## src/rtl/spi_xfer_arbiter_if.sv

```systemverilog
// spi_xfer_arbiter_if: requester and SPI-master signal bundle for the transfer arbiter.
interface spi_xfer_arbiter_if #(parameter int NREQ = 4);
  logic [NREQ-1:0]      req_valid;
  logic [NREQ-1:0]      req_ready;
  logic [64*NREQ-1:0]   req_txdata;
  logic [16*NREQ-1:0]   req_cfg;
  logic [NREQ-1:0]      rsp_valid;
  logic [63:0]          rsp_rxdata;
  logic                 rsp_err;
  logic [5:0]           m_bpt;
  logic                 m_cpol;
  logic                 m_cpha;
  logic                 m_msb;
  logic [3:0]           m_numss;
  logic [2:0]           m_clks;
  logic                 m_en;
  logic [31:0]          m_txdatal;
  logic [31:0]          m_txdatah;
  logic                 m_busy;
  logic                 m_err;
  logic [31:0]          m_rxdatal;
  logic [31:0]          m_rxdatah;
  modport master (
    input  req_valid, req_txdata, req_cfg, m_busy, m_err, m_rxdatal, m_rxdatah,
    output req_ready, rsp_valid, rsp_rxdata, rsp_err, m_bpt, m_cpol, m_cpha, m_msb,
           m_numss, m_clks, m_en, m_txdatal, m_txdatah
  );
  modport slave (
    output req_valid, req_txdata, req_cfg, m_busy, m_err, m_rxdatal, m_rxdatah,
    input  req_ready, rsp_valid, rsp_rxdata, rsp_err, m_bpt, m_cpol, m_cpha, m_msb,
           m_numss, m_clks, m_en, m_txdatal, m_txdatah
  );
endinterface

```

## src/rtl/spi_xfer_arbiter.sv

```systemverilog
// spi_xfer_arbiter: round-robin arbiter serialising requester transfers onto one SPI master.
module spi_xfer_arbiter #(
  parameter int NREQ      = 4,
  parameter int TO_CYCLES = 65535
) (
  input logic PCLK,
  input logic PRESETn,
  spi_xfer_arbiter_if.master bus
);
  localparam int IW = $clog2(NREQ);
  localparam logic [NREQ-1:0] ONE = NREQ'(1);
  typedef enum logic [2:0] {IDLE, SETUP, START, XFER, RESP} state_t;
  state_t state, nxt;
  logic [IW-1:0] rr_ptr, gi, g;
  logic [3:0] s;
  logic [15:0] cfg_q, cnt;
  logic [63:0] tx_q, rx_q;
  logic hit, grant, tmo, err_q;
  always_comb begin
    hit = 1'b0;
    gi = '0;
    s = '0;
    for (int i = 0; i < NREQ; i++) begin
      s = 4'(rr_ptr) + 4'(i);
      s = (s >= 4'(NREQ)) ? s - 4'(NREQ) : s;
      if (!hit && bus.req_valid[s[IW-1:0]]) begin
        hit = 1'b1;
        gi = s[IW-1:0];
      end
    end
  end
  assign grant = state == IDLE && hit;
  // a phase times out only while the master has not yet made the awaited busy transition
  assign tmo = cnt == 16'(TO_CYCLES - 1) &&
               ((state == START && !bus.m_busy) || (state == XFER && bus.m_busy));
  always_comb begin
    nxt = state;
    case (state)
      IDLE:    nxt = hit ? SETUP : IDLE;
      SETUP:   nxt = START;
      START:   nxt = bus.m_busy ? XFER : tmo ? RESP : START;
      XFER:    nxt = (!bus.m_busy || tmo) ? RESP : XFER;
      default: nxt = IDLE;
    endcase
    bus.req_ready = (grant && PRESETn) ? ONE << gi : '0;
    bus.rsp_valid = (state == RESP) ? ONE << g : '0;
    bus.m_en = state == START || state == XFER;
  end
  always_ff @(posedge PCLK or negedge PRESETn)
    if (!PRESETn) state <= IDLE;
    else state <= nxt;
  always_ff @(posedge PCLK or negedge PRESETn) begin
    if (!PRESETn) begin
      rr_ptr <= '0;
      g <= '0;
      cfg_q <= '0;
      tx_q <= '0;
      rx_q <= '0;
      err_q <= 1'b0;
      cnt <= '0;
    end else begin
      cnt <= (nxt != state) ? '0 : cnt + 16'd1;
      if (grant) begin
        g <= gi;
        rr_ptr <= (gi == IW'(NREQ - 1)) ? '0 : gi + 1'b1;
        cfg_q <= bus.req_cfg[16*gi +: 16];
        tx_q <= bus.req_txdata[64*gi +: 64];
        rx_q <= '0;
        err_q <= 1'b0;
      end
      if ((state == START || state == XFER) && (bus.m_err || tmo)) err_q <= 1'b1;
      if (state == XFER && nxt == RESP) rx_q <= tmo ? '0 : {bus.m_rxdatah, bus.m_rxdatal};
    end
  end
  assign bus.m_bpt = cfg_q[5:0];
  assign bus.m_cpol = cfg_q[6];
  assign bus.m_cpha = cfg_q[7];
  assign bus.m_msb = cfg_q[8];
  assign bus.m_numss = cfg_q[12:9];
  assign bus.m_clks = cfg_q[15:13];
  assign bus.m_txdatal = tx_q[31:0];
  assign bus.m_txdatah = tx_q[63:32];
  assign bus.rsp_rxdata = rx_q;
  assign bus.rsp_err = err_q;
endmodule

```

## src/flat_wrapper.sv

```systemverilog
// flat-port wrapper written by rule: the top's interface ports become plain ports
module spi_xfer_arbiter_flat 
#(
  parameter int NREQ      = 4,
  parameter int TO_CYCLES = 65535
)
  (PCLK, PRESETn, bus_req_valid, bus_req_txdata, bus_req_cfg, bus_m_busy, bus_m_err, bus_m_rxdatal, bus_m_rxdatah, bus_req_ready, bus_rsp_valid, bus_rsp_rxdata, bus_rsp_err, bus_m_bpt, bus_m_cpol, bus_m_cpha, bus_m_msb, bus_m_numss, bus_m_clks, bus_m_en, bus_m_txdatal, bus_m_txdatah);
  spi_xfer_arbiter_if #(.NREQ(NREQ)) bus_i ();
  input logic PCLK;
  input logic PRESETn;
  input wire logic [$bits(bus_i.req_valid)-1:0] bus_req_valid;
  input wire logic [$bits(bus_i.req_txdata)-1:0] bus_req_txdata;
  input wire logic [$bits(bus_i.req_cfg)-1:0] bus_req_cfg;
  input wire logic [$bits(bus_i.m_busy)-1:0] bus_m_busy;
  input wire logic [$bits(bus_i.m_err)-1:0] bus_m_err;
  input wire logic [$bits(bus_i.m_rxdatal)-1:0] bus_m_rxdatal;
  input wire logic [$bits(bus_i.m_rxdatah)-1:0] bus_m_rxdatah;
  output wire logic [$bits(bus_i.req_ready)-1:0] bus_req_ready;
  output wire logic [$bits(bus_i.rsp_valid)-1:0] bus_rsp_valid;
  output wire logic [$bits(bus_i.rsp_rxdata)-1:0] bus_rsp_rxdata;
  output wire logic [$bits(bus_i.rsp_err)-1:0] bus_rsp_err;
  output wire logic [$bits(bus_i.m_bpt)-1:0] bus_m_bpt;
  output wire logic [$bits(bus_i.m_cpol)-1:0] bus_m_cpol;
  output wire logic [$bits(bus_i.m_cpha)-1:0] bus_m_cpha;
  output wire logic [$bits(bus_i.m_msb)-1:0] bus_m_msb;
  output wire logic [$bits(bus_i.m_numss)-1:0] bus_m_numss;
  output wire logic [$bits(bus_i.m_clks)-1:0] bus_m_clks;
  output wire logic [$bits(bus_i.m_en)-1:0] bus_m_en;
  output wire logic [$bits(bus_i.m_txdatal)-1:0] bus_m_txdatal;
  output wire logic [$bits(bus_i.m_txdatah)-1:0] bus_m_txdatah;
  assign bus_i.req_valid = bus_req_valid;
  assign bus_i.req_txdata = bus_req_txdata;
  assign bus_i.req_cfg = bus_req_cfg;
  assign bus_i.m_busy = bus_m_busy;
  assign bus_i.m_err = bus_m_err;
  assign bus_i.m_rxdatal = bus_m_rxdatal;
  assign bus_i.m_rxdatah = bus_m_rxdatah;
  assign bus_req_ready = bus_i.req_ready;
  assign bus_rsp_valid = bus_i.rsp_valid;
  assign bus_rsp_rxdata = bus_i.rsp_rxdata;
  assign bus_rsp_err = bus_i.rsp_err;
  assign bus_m_bpt = bus_i.m_bpt;
  assign bus_m_cpol = bus_i.m_cpol;
  assign bus_m_cpha = bus_i.m_cpha;
  assign bus_m_msb = bus_i.m_msb;
  assign bus_m_numss = bus_i.m_numss;
  assign bus_m_clks = bus_i.m_clks;
  assign bus_m_en = bus_i.m_en;
  assign bus_m_txdatal = bus_i.m_txdatal;
  assign bus_m_txdatah = bus_i.m_txdatah;
  spi_xfer_arbiter #(.NREQ(NREQ), .TO_CYCLES(TO_CYCLES)) u_core (.PCLK(PCLK), .PRESETn(PRESETn), .bus(bus_i));
endmodule
```

## config.mk

```make
export PLATFORM = sky130hd
export DESIGN_NAME = spi_xfer_arbiter_flat
export DESIGN_NICKNAME = d
export VERILOG_FILES = /design/src/rtl/spi_xfer_arbiter_if.sv /design/src/rtl/spi_xfer_arbiter.sv /design/src/flat_wrapper.sv
export SDC_FILE = /design/constraint.sdc
export NUM_CORES = 1
export LEC_CHECK = 0
export ABC_CLOCK_PERIOD_IN_PS = 4750
export CAP_MARGIN = 20
export CORE_AREA = 8 8 204 206
export DETAILED_ROUTE_END_ITERATION = 8
export DIE_AREA = 0 0 212 214
export GPL_ROUTABILITY_DRIVEN = 0
export PLACE_DENSITY = 0.6
export REMOVE_ABC_BUFFERS = 1
export SYNTH_ARGS = -nofsm -noshare
export SYNTH_HDL_FRONTEND = slang
export SYNTH_SLANG_ARGS = --single-unit
```

## constraint.sdc

```tcl
create_clock -name PCLK -period 4.75 [get_ports PCLK]
set_clock_uncertainty 0.05 [all_clocks]
set_input_delay 0.95 -clock PCLK [delete_from_list [all_inputs] [get_ports PCLK]]
set_output_delay 0.95 -clock PCLK [all_outputs]
set_load 0.05 [all_outputs]
```

* Yosys cells after proc, flatten, opt, wreduce, memory -nomap -nowiden *
Index checks and enable logic that the tools add are counted.

word-level totals
  register bits = 168
  bits in latches = 0
  RAM bits = 0
  bits in read-only memories = 0
  output and inout bits = 154
  logic and storage cells = 92
  memories kept = 0

operators by class
  $add $sub $neg = 9
  multiply operators = 0
  divide/modulo/power cells = 0
  order comparisons = 8
  eq/ne operators = 8
  shift operators = 4
  mux-type cells = 34
  bitwise logic cells = 0
  reductions and logical operators = 21

operators by type and width
  cell                                                         count
  indexed part select 256 x 9 -> 64 bit                        1
  2-to-1 mux 64 bit                                            3
  indexed part select 64 x 7 -> 16 bit                         1
  2-to-1 mux 2 bit                                             9
  adder 16 x 1 -> 16 bit (second input constant)               1
  equality test 16 bit (second input constant)                 1
  2-to-1 mux 16 bit                                            1
  less-than comparator 2 x 3 -> 1 bit (second input constant)  4
  one-hot mux 3 bit (4 select lines)                           1
  2-to-1 mux 1 bit                                             11
  logical AND 1 bit                                            10
  greater-or-equal comparator 3 bit (second input constant)    3
  2-to-1 mux 3 bit                                             3
  binary-select mux 1 bit (select 2 bit)                       4
  2-to-1 mux 4 bit                                             2
  left shift 1 x 2 -> 4 bit (first input constant)             2
  subtractor 2 x 1 -> 2 bit (second input constant)            4
  adder 2 x 2 -> 3 bit (second input constant)                 2
  equality test 3 x 2 -> 1 bit (second input constant)         2
  equality test 3 bit (second input constant)                  2
  zero test 1 bit                                              4
  logical OR 1 bit                                             4
  nonzero test 2 bit                                           2
  adder 2 x 1 -> 3 bit (second input constant)                 1
  other kinds (6)                                              6

* Depth between registers and ports, before layout *
  word-level depth = 19
  depth in mapped cells = 9
  mapped depth without buffers = 6

* Worst setup path before layout *
OpenSTA, ideal clock, no wires.

  kind = input to output
  from = in bus_req_valid[0]
  to = out bus_req_ready[3]
  arrival time = 2600 ps
  slack = 1150 ps
  stages on the path = 8
  path buffers = 3
  cells stage by stage = a21o_1 a21oi_1 o22a_1 buf_2 buf_2 buf_2 ha_1 and3_1

between the ends
  elaborated cells on any way between the ends = 26

RTL lines
  item                                    line                    text
  start: declaration                      flat_wrapper.sv:11      input wire logic [$bits(bus_i.req_valid)-1:0] bus_req_valid;
  binary-select mux 1 bit (select 2 bit)  spi_xfer_arbiter.sv:26  if (!hit && bus.req_valid[s[IW-1:0]]) begin
  2-to-1 mux 1 bit (implied by the code)  spi_xfer_arbiter.sv:26
  2-to-1 mux 1 bit                        spi_xfer_arbiter.sv:26
  zero test 1 bit                         spi_xfer_arbiter.sv:26
  logical AND 1 bit                       spi_xfer_arbiter.sv:26
  2-to-1 mux 1 bit                        spi_xfer_arbiter.sv:26
  zero test 1 bit                         spi_xfer_arbiter.sv:26
  logical AND 1 bit                       spi_xfer_arbiter.sv:26
  2-to-1 mux 1 bit                        spi_xfer_arbiter.sv:26
  zero test 1 bit                         spi_xfer_arbiter.sv:26
  logical AND 1 bit                       spi_xfer_arbiter.sv:26
  2-to-1 mux 2 bit (*)                    spi_xfer_arbiter.sv:26
  named net u_core.gi[1]                  spi_xfer_arbiter.sv:14  logic [IW-1:0] rr_ptr, gi, g;
  left shift 1 x 2 -> 4 bit (*)           spi_xfer_arbiter.sv:45  bus.req_ready = (grant && PRESETn) ? ONE << gi : '0;
  2-to-1 mux 4 bit (*)                    spi_xfer_arbiter.sv:45
  end: declaration                        flat_wrapper.sv:18      output wire logic [$bits(bus_i.req_ready)-1:0] bus_req_ready;

Mark *: on every way through the listed nets, which the timed path passes. The rest lies on a longest branch. The select of a mux whose other input is x is not followed.

* Worst setup path after layout *
  from = in bus_req_valid[0]
  to = out bus_req_ready[2]

between the ends
  longest elaborated chain between the ends = 15
  elaborated cells on any way between the ends = 26

RTL lines
  item                                    line                    text
  binary-select mux 1 bit (select 2 bit)  spi_xfer_arbiter.sv:26
  2-to-1 mux 1 bit (implied by the code)  spi_xfer_arbiter.sv:26
  2-to-1 mux 1 bit                        spi_xfer_arbiter.sv:26
  zero test 1 bit                         spi_xfer_arbiter.sv:26
  logical AND 1 bit                       spi_xfer_arbiter.sv:26
  2-to-1 mux 1 bit                        spi_xfer_arbiter.sv:26
  zero test 1 bit                         spi_xfer_arbiter.sv:26
  logical AND 1 bit                       spi_xfer_arbiter.sv:26
  2-to-1 mux 1 bit                        spi_xfer_arbiter.sv:26
  zero test 1 bit                         spi_xfer_arbiter.sv:26
  logical AND 1 bit                       spi_xfer_arbiter.sv:26
  2-to-1 mux 1 bit                        spi_xfer_arbiter.sv:26
  logical AND 1 bit                       spi_xfer_arbiter.sv:32  assign grant = state == IDLE && hit;
  logical AND 1 bit                       spi_xfer_arbiter.sv:45
  2-to-1 mux 4 bit (*)                    spi_xfer_arbiter.sv:45

Mark *: on every way between the ends. The rest lies on a longest branch, timed or not. The select of a mux whose other input is x is not followed.

==> metrics.txt <==
run status=completed; crit-path leading delay family=simple AND/OR/NAND/NOR gates; Antenna Nets Post-Route=0; nets@finish=1647; ys async rst share=1.00; Leakage Power=6.40 nW; Critical Path AT=2920 ps; Iter 0 DRT Violations=between 500 and 600; simple-gate portion of the synthesized area=0.0767; slew margin rel.=0.288; die span in y=about 210 um; Pwr Total=10.2 mW; period utilization=0.825; register area share after synthesis=0.501; Tightest Hold Check Type=in2async; mux contribution to synthesized area=0.191; GRT Residual Overflow=0; DRT Pass-1 Iters=4; RSZ-0062 raised after global routing=no; worst-path maximum fanout=7; adder-cell share of the synthesized area=0.00894; die width=approximately 210 um; crit end category=output port; worst slew pin tran=1070 ps; max-slew violations=0; vias per cell=4.56; Worst-Skew Late Latency=roughly 450 ps; crit path time final=3920 ps; most used flip-flop cell after synthesis=dfrtp_1; endpoints failing setup=0; count of cell types in the netlist=36; PwrDens=682 mW/mm2; final HPWL from detailed placement=~30000 um; number of synthesized flops with an enable pin=0; Cells after Synth=~740; Root Buffer=clkbuf_16; Routed WL=between 30000 and 40000 um; # hold bufs at CTS=0; total number of yosys warnings=0; post-synth top area cell=dfrtp_1; Compound-Gate Fraction of Synth Area=0.167; PnR worst setup slack=830 ps; Critical Path RT=3750 ps; post-synthesis xor/xnor area fraction=0.0156; Avg WL per Cell=21.6 um; CTS tree=done; CP cell instances=clkdlybuf4s50_1 > nor4_1 > or3_1 > nor2_1 > and3_1 > buf_12; number of global-route vias before repair=8875; first-pass GRT wire length=57500 um; slowest stage delay, CP=560 ps; combinational family with the most area after synthesis=multiplexers; Longest Clk Path Bufs=2; maximum clock frequency=255 MHz; Crit Path Class=in2out; cts repair resizes=0; Yosys top cell area share=0.501; GR Util All Layers=0.166; pre-CTS setup slack=roughly 830 ps; largest cells by area after synthesis=dfrtp_1 (50%), mux2i_1 (19%), o221ai_1 (8.3%), a22o_1 (6.8%), nand2_1 (4.3%); initial antenna violation count=2; htree depth=4; Rows=72; Die Area=0.0454 mm2; total number of vias=8127; Final Hold Fails=0; Layout area overhead=78.4%; largest net degree at the start of global routing=about 100; Post-CTS Setup Inserts=0; area of the core=0.0383 mm2; mapped cell area=0.00840 mm2; cts bufs inserted=17; syn_area_per_cell=11.4 um2; Core Util, Final=0.391; port bufs=545; Max-Cap Viols=0; final instance area=0.0150 mm2; CP Launch Type=input pin; Initial Util=0.219; layout cells sized above 1=0.0436; Buf+Inv Stages, Crit Path=2; slowest CP cell=clkdlybuf4s50_1; peak supply drop=310 uV; clock sink total=about 170; DRC viols=0; FF+latch count, synth=around 170; Placed Area=approximately 0.014 mm2; io pins=546; Worst-path clk slew=70 ps
==> report_power, final <==
part           switching [mW]  internal [mW]  leakage [nW]
clock network           0.706          0.810         0.304
logic                    3.92           2.25          3.96
registers               0.428           2.09          2.14
==> cell families (layout without fill, tap and decap cells) <==
logic type                 after synthesis  count (layout)
DFF                                    168             168
AOI/OAI and AO/OA                      166             166
and+or+nand+nor                        151             151
muxes                                  160             160
adders and majority gates                6               6
buffers and inverters                   69             596
xor gates and xnor gates                15              15
other                                    0               2
==> sequential cells by signal, summed over array words and instances (netlist names) <==
| register | count |
|---|---|
| u_core.rr_ptr | 2 |
| u_core.cnt | 16 |
| u_core.g | 2 |
| u_core.bus.rsp_rxdata | 64 |
| u_core.cfg_q | 16 |
| u_core.tx_q | 64 |
| u_core.bus.rsp_err | 1 |
| u_core.state | 3 |
==> cell usage after synthesis (2+ instances only) <==
master    instances
mux2i_1         160
nor3b_1           2
nand3_1           8
o221ai_1         80
nor2_1           22
ha_1              6
clkbuf_1         34
nor2b_1           2
and3_1            8
a21o_1            2
xor2_1           12
nand2b_1          2
inv_1             8
o21ai_0           4
nand2_1          96
o22ai_1           2
o21bai_1          2
dfrtp_1         168
buf_2            20
nor3_1            2
a22o_1           65
a21oi_1           6
nand4_1           3
buf_6             7
xnor2_1           3
==> per-layer routing <==
layer	track usage	vias to the layer above	wire length, um
met3	0.0459	46	2920
met4	0.0644	0	1040
met1	0.190	3937	14900
met2	0.289	336	19700
met5	0	-	0
li1	-	3808	-
==> area by class of cell <==
class | count | area, um2
antenna | 2 | 5.00
clock buffer | 17 | 425
clock inverter | 15 | 200
fill | 3790 | 23300
inverter | 8 | 30.0
multi-input combinational | 498 | 3890
sequential | 168 | 4200
tap | 518 | 648
timing repair buffer | 556 | 5580
==> worst paths after layout <==
path / slack [ps] / to / startpoint / depth (start not counted)
setup / recovery: 830 / bus_req_ready[2] / bus_req_valid[0] / 6
max in group asynchronous: 2980 / u_core.tx_q[63]$_DFFE_PN0P_ / PRESETn / 2
hold / removal: 400 / u_core.bus.rsp_rxdata[14]$_DFFE_PN0P_ / PRESETn / 1
hold reg to reg: 440 / u_core.tx_q[29]$_DFFE_PN0P_ / u_core.tx_q[29]$_DFFE_PN0P_ / 2
min in group PCLK: 440 / u_core.tx_q[29]$_DFFE_PN0P_ / u_core.tx_q[29]$_DFFE_PN0P_ / 2
setup reg to reg: 2180 / u_core.tx_q[23]$_DFFE_PN0P_ / u_core.rr_ptr[1]$_DFFE_PN0P_ / 6
==> stage by stage <==
step | cells | hold WS [ps] | setup TNS (ps)
6_report | 1782 | 397 | 0
5_1_grt | 1782 | 404 | 0
4_1_cts | 1780 | 383 | 0
3_5_place_dp | 1748 | 422 | 0
3_3_place_gp | 1747 | 418 | 0
2_1_floorplan | 674 | 435 | -235350
==> cell usage in the layout, fill, tap and decap left out, types with 5 or more instances in the layout <==
| master | instances |
|---|---|
| a21oi_1 | 6 |
| a22o_1 | 65 |
| and3_1 | 8 |
| buf_4 | 11 |
| clkbuf_16 | 17 |
| clkdlybuf4s50_1 | 540 |
| dfrtp_1 | 168 |
| ha_1 | 6 |
| inv_1 | 8 |
| inv_8 | 5 |
| mux2i_1 | 160 |
| nand2_1 | 94 |
| nand3_1 | 8 |
| nor2_1 | 22 |
| o221ai_1 | 80 |
| xor2_1 | 12 |
Note: power is estimated with default switching activity, not from simulation.
